<file path="config.mk">
export PLATFORM = sky130hd
export DESIGN_NAME = upmst
export DESIGN_NICKNAME = d
export VERILOG_FILES = /design/src/rtl/upmst_pkg.sv /design/src/rtl/upmst_tocnt.sv /design/src/rtl/upmst.sv
export SDC_FILE = /design/constraint.sdc
export NUM_CORES = 1
export LEC_CHECK = 0
export CORE_UTILIZATION = 30
export CTS_BUF_LIST = sky130_fd_sc_hd__clkbuf_8
export DETAILED_ROUTE_END_ITERATION = 10
export GPL_TIMING_DRIVEN = 1
export MAX_ROUTING_LAYER = met4
export PLACE_DENSITY = 0.67
export SLEW_MARGIN = 10
export SYNTH_ARGS = -nofsm -noshare
export SYNTH_HDL_FRONTEND = slang
export SYNTH_SLANG_ARGS = --single-unit
</file>
<file path="constraint.sdc">
create_clock -name clk -period 1.52 [get_ports clk]
set_input_delay 0.228 -clock clk [delete_from_list [all_inputs] [get_ports clk]]
set_output_delay 0.228 -clock clk [all_outputs]
set_load 0.02 [all_outputs]
</file>
<file path="src/rtl/upmst_pkg.sv">
// upmst_pkg -- shared definitions for the up-bus master.
// State encoding, default parameter values, timeout counter width and the
// read-data pattern returned on a timed-out access.
package upmst_pkg;

    // Master sequencer states (2-bit encoding).
    typedef enum logic [1:0] {
        IDLE = 2'd0,
        STRB = 2'd1,
        WAIT = 2'd2,
        RESP = 2'd3
    } upmst_state_t;

    // Default widths and timeout.
    localparam int AW_DEF   = 16;
    localparam int DW_DEF   = 8;
    localparam int TOUT_DEF = 255;

    // Wide enough for the largest legal TOUT (65535).
    localparam int CNT_W = 16;

    // Every bit of rsp_rdat takes this value on a timeout response.
    localparam logic TO_RDAT_BIT = 1'b1;

    // Counter value at which the last allowed wait cycle is reached.
    function automatic logic [CNT_W-1:0] tout_last(input int tout);
        return CNT_W'(tout - 1);
    endfunction

endpackage

</file>
<file path="src/rtl/upmst_tocnt.sv">
// upmst_tocnt -- wait-cycle counter for the up-bus master timeout.
// Cleared while the strobe is out, counts each wait cycle, and flags the
// cycle in which the count reaches TOUT-1 (the final cycle allowed for an
// acknowledge). Only instantiated when UPMST_TIMEOUT_EN is defined.
module upmst_tocnt
    import upmst_pkg::*;
#(
    parameter int TOUT = TOUT_DEF
) (
    input  logic clk,
    input  logic rst_n,
    input  logic clr,
    input  logic inc,
    output logic hit
);

    logic [CNT_W-1:0] cnt_reg;
    logic [CNT_W-1:0] cnt_next;

    // Clear has priority over increment; otherwise hold.
    always_comb begin
        cnt_next = cnt_reg;
        if (clr) begin
            cnt_next = '0;
        end else if (inc) begin
            cnt_next = cnt_reg + 1'b1;
        end
    end

    // Counter register with synchronous active-low reset.
    always_ff @(posedge clk) begin
        if (!rst_n) begin
            cnt_reg <= '0;
        end else begin
            cnt_reg <= cnt_next;
        end
    end

    assign hit = (cnt_reg == tout_last(TOUT));

endmodule

</file>
<file path="src/rtl/upmst.sv">
// upmst -- up-bus master.
// Accepts one host command at a time, issues a single-cycle strobe to the
// slaves, waits for the OR-combined acknowledge and returns a one-cycle
// response pulse with captured read data.
// Optional feature: define UPMST_TIMEOUT_EN to abandon an access after TOUT
// wait cycles without acknowledge (rsp_err=1, rsp_rdat all-ones). Without it
// the master waits indefinitely and rsp_err is constant 0.
module upmst
    import upmst_pkg::*;
#(
    parameter int AW   = AW_DEF,
    parameter int DW   = DW_DEF,
    parameter int TOUT = TOUT_DEF
) (
    input  logic          clk,
    input  logic          rst_n,
    // host command side
    input  logic          cmd_vld,
    output logic          cmd_rdy,
    input  logic          cmd_wr,
    input  logic [AW-1:0] cmd_addr,
    input  logic [DW-1:0] cmd_wdat,
    // host response side
    output logic          rsp_vld,
    output logic [DW-1:0] rsp_rdat,
    output logic          rsp_err,
    // up-bus
    output logic          upact,
    output logic          upen,
    output logic          upws,
    output logic          uprs,
    output logic [AW-1:0] upa,
    output logic [DW-1:0] updi,
    input  logic [DW-1:0] updo,
    input  logic          upack
);

    upmst_state_t  state_reg;
    upmst_state_t  state_next;

    logic          upact_reg;
    logic          wr_reg;
    logic [AW-1:0] upa_reg;
    logic [DW-1:0] updi_reg;
    logic [DW-1:0] rsp_rdat_reg;

    logic          cmd_accept;
    logic          cap_ack;
    logic [DW-1:0] wdat_masked;
    logic [DW-1:0] rdat_masked;

`ifdef UPMST_TIMEOUT_EN
    logic          rsp_err_reg;
    logic          cap_to;
    logic          tc_clr;
    logic          tc_inc;
    logic          to_hit;

    upmst_tocnt #(
        .TOUT (TOUT)
    ) u_tocnt (
        .clk   (clk),
        .rst_n (rst_n),
        .clr   (tc_clr),
        .inc   (tc_inc),
        .hit   (to_hit)
    );
`endif

    // upact_reg doubles as the "out of reset" flag so cmd_rdy stays low
    // throughout reset and rises in the first cycle after release.
    assign cmd_rdy    = (state_reg == IDLE) && upact_reg;
    assign cmd_accept = cmd_vld && cmd_rdy;

    // Reads drive zero write data; writes capture zero read data.
    genvar gi;
    generate
        for (gi = 0; gi < DW; gi++) begin : g_mask
            assign wdat_masked[gi] = cmd_wdat[gi] & cmd_wr;
            assign rdat_masked[gi] = updo[gi] & ~wr_reg;
        end
    endgenerate

    // Next-state logic; acknowledge is only looked at in STRB and WAIT.
    always_comb begin
        state_next = state_reg;
        cap_ack    = 1'b0;
`ifdef UPMST_TIMEOUT_EN
        cap_to     = 1'b0;
        tc_clr     = 1'b0;
        tc_inc     = 1'b0;
`endif
        case (state_reg)
            IDLE: begin
                if (cmd_accept) begin
                    state_next = STRB;
                end
            end
            STRB: begin
`ifdef UPMST_TIMEOUT_EN
                tc_clr = 1'b1;
`endif
                if (upack) begin
                    cap_ack    = 1'b1;
                    state_next = RESP;
                end else begin
                    state_next = WAIT;
                end
            end
            WAIT: begin
`ifdef UPMST_TIMEOUT_EN
                tc_inc = 1'b1;
`endif
                if (upack) begin
                    // An acknowledge in the final allowed cycle still wins.
                    cap_ack    = 1'b1;
                    state_next = RESP;
`ifdef UPMST_TIMEOUT_EN
                end else if (to_hit) begin
                    cap_to     = 1'b1;
                    state_next = RESP;
`endif
                end
            end
            RESP: begin
                state_next = IDLE;
            end
            default: begin
                state_next = IDLE;
            end
        endcase
    end

    // State register; reset abandons any access without a response.
    always_ff @(posedge clk) begin
        if (!rst_n) begin
            state_reg <= IDLE;
            upact_reg <= 1'b0;
        end else begin
            state_reg <= state_next;
            upact_reg <= 1'b1;
        end
    end

    // Command capture: address, write data and direction held until next accept.
    always_ff @(posedge clk) begin
        if (!rst_n) begin
            wr_reg   <= 1'b0;
            upa_reg  <= '0;
            updi_reg <= '0;
        end else if (cmd_accept) begin
            wr_reg   <= cmd_wr;
            upa_reg  <= cmd_addr;
            updi_reg <= wdat_masked;
        end
    end

    // Response data capture; held until the next response.
    always_ff @(posedge clk) begin
        if (!rst_n) begin
            rsp_rdat_reg <= '0;
        end else if (cap_ack) begin
            rsp_rdat_reg <= rdat_masked;
`ifdef UPMST_TIMEOUT_EN
        end else if (cap_to) begin
            rsp_rdat_reg <= {DW{TO_RDAT_BIT}};
`endif
        end
    end

`ifdef UPMST_TIMEOUT_EN
    // Error flag: set by a timeout, cleared by a real acknowledge.
    always_ff @(posedge clk) begin
        if (!rst_n) begin
            rsp_err_reg <= 1'b0;
        end else if (cap_ack) begin
            rsp_err_reg <= 1'b0;
        end else if (cap_to) begin
            rsp_err_reg <= 1'b1;
        end
    end

    assign rsp_err = rsp_err_reg;
`else
    assign rsp_err = 1'b0;
`endif

    // Strobes decode straight from the state register, so they last exactly
    // the single STRB cycle and write/read strobes are mutually exclusive.
    assign upen     = (state_reg == STRB);
    assign upws     = upen && wr_reg;
    assign uprs     = upen && !wr_reg;
    assign upact    = upact_reg;
    assign upa      = upa_reg;
    assign updi     = updi_reg;
    assign rsp_vld  = (state_reg == RESP);
    assign rsp_rdat = rsp_rdat_reg;

endmodule

</file>
==> results.ini <==
[status]
outcome=completed

[detailed_routing]
drtPass1Iterations=4
vias=1422
top_layer_used=met4
vias_per_cell=4.486
drc=0
route.layer.met1.wl_um=1704
dr_wl_met2_um=1789
wl_per_cell_um=11.93
ant_nets=0
drtIter0Drc=34
dr_wl_met3_um=273
wirelength_um=3782

[synth]
mappedNetlistNets=213
yosysSeqAreaShare=0.4623
ys_seq_elements=36
synth_cell_types=24
syn_inst=171
yosysWarningCount=0
syn_area_um2=1559
syn_area_per_cell_um2=9.117

[timing]
rsz0062_at_grt=false
min_period_ns=1.466
timing.fmax_mhz=682.0
finalSetupViolations=0
fin_skew_ns=0.006195
hold_viol_final=0
fin_crit_sh=0.9647
drv_slew=0

[final_layout]
syn_to_final_growth_pct=60.59
final_cell_mix=66 x clkdlybuf4s50_1, 52 x nand2_1, 35 x dfxtp_1
largest_reg_flops=16
final_cell_area_um2=2504
n_antenna_cell=0
final_layout_size_suffix_gt1_frac=0.1160
layout_commonest_cell=clkdlybuf4s50_1
nNetsFinal=291

[clocking]
cts.clk_slew.worst_paths_ns=0.07
cts_root_buffer=clkbuf_8
cts_sinks=36
clock_path_buffers=2
numCtsBuffers=5
htree_num_levels=2
cts_tree=yes
hold_buffers=0
clock_latency_ns=0.28

[floorplan]
start_util=0.3215
rows=25
ios=76
dieWidth_um=74.09
die-area_um2=5489
die_h_um=74.09
core_area_um2=4848

[pwr]
power_density_nw_per_um2=1259
total_power_mw=3.153
ir_drop_mv=0.7050
leakage_nw=0.9441

[flow_run]
cap_violations=0

[critical_path]
cp_top_family=buffers and inverters
crit_path_top_delay_cell=clkdlybuf4s50_1
cp_slowest_stage_delay_ns=0.61
critical_path_class=flip-flop to output pin
crit_required_ns=1.29
critical_path_peak_fanout=2
path_buf_inv=1
arrival_ns=1.24
endpoint_kind=output pin
path_cells=clkdlybuf4s50_1
worstSetupStartpointType=flip-flop

[global_routing]
grt_pass1_vias=1337
antenna_found_initial=0
grt_max_degree=38
grt.overflow.total=0
grt_use_total=0.1487
grt_pass1_wl_um=5961

[hold_path]
hp-class=flip-flop to flip-flop

[placed_design]
hpwl_um=2471
portBuffers=74
place_congestion=0.6909
dpl-instance-area_um2=2392

## Yosys cell counts
library cell  count  share of area
nand2_1          52           0.13
dfxtp_1          36           0.46
a21boi_1         17          0.082
a21boi_0         14          0.067
nand4b_1          8          0.045
nand3_1           6          0.019
ha_1              5          0.040
clkbuf_1          4         0.0096
a21boi_2          3          0.022
buf_4             3          0.014
buf_6             3          0.022
nand3_2           3          0.019
and2_1            2         0.0080
buf_2             2         0.0064
inv_1             2         0.0048
nor2b_1           2         0.0080
o31ai_1           2         0.0096
a211o_1           1         0.0056
and3_1            1         0.0040
buf_8             1         0.0096
conb_1            1         0.0024
nor2_1            1         0.0024
o211ai_1          1         0.0048
o311a_1           1         0.0064
## worst paths after layout
kind / startpoint / endpoint / slack, ns / cells past startpoint
max: upa[14]$_SDFFE_PN0P_ / upa[14] / 0.05 / 1
min: upa[6]$_SDFFE_PN0P_ / upa[6]$_SDFFE_PN0P_ / 0.45 / 2
max reg2reg: state_reg[0]$_SDFFE_PN0P_ / state_reg[0]$_SDFFE_PN0P_ / 0.10 / 5
min reg2reg: upa[6]$_SDFFE_PN0P_ / upa[6]$_SDFFE_PN0P_ / 0.45 / 2
## routing by layer
metal	up-vias	track usage
li1	725	-
met2	47	0.2394
met4	0	0.03846
met5	-	-
met3	2	0.05962
met1	648	0.1715
## power breakdown
group / leakage [nW] / internal, mW / switching (mW)
registers: 0.294 / 1.08 / 0.0698
clock network: 0.0486 / 0.362 / 0.341
logic: 0.602 / 0.632 / 0.668
total: 0.944 / 2.07 / 1.08
## cells by family (layout without fill, tap and decap cells)
family                     Yosys count  in the layout  share of synthesized area
buffers and inverters               15             94                    0.06661
other                                1              1                   0.002405
adders and majority gates            5              5                    0.04013
DFF                                 36             36                     0.4623
and+or+nand+nor                     75             75                     0.2311
AOI/OAI and AO/OA                   39             39                     0.1974
## through the flow
| stage | setup slack, ns | utilization | setup TNS, ns | hold WS [ns] | std cells |
|---|---|---|---|---|---|
| floorplan | 0.1022 | - | 0 | 0.2557 | 171 |
| global placement | -0.03470 | 0.4934 | -0.05086 | 0.4391 | 308 |
| detailed placement | -0.05339 | 0.4934 | -0.07893 | 0.4446 | 308 |
| CTS | 0.004414 | 0.5110 | 0 | 0.4549 | 316 |
| global route | 0.001541 | 0.5164 | 0 | 0.4702 | 317 |
| finish | 0.05362 | 0.5164 | 0 | 0.4515 | 317 |
## cell type report
cell class / count / area [um^2]
fill: 500 / 2345
timing repair buffer: 84 / 858.3
multi-input combinational: 120 / 738.2
sequential: 36 / 721.9
tap: 67 / 83.83
clock buffer: 6 / 82.58
clock inverter: 2 / 11.26
inverter: 2 / 7.507
## what timing repair did
action / 4_1_cts / 5_1_grt
gates resized for setup: 16 / 7
buffers inserted: 0 / 0
cloned: 0 / 1
endpoints found under the setup margin: 6 / 6
(Power assumes the default switching activity.)
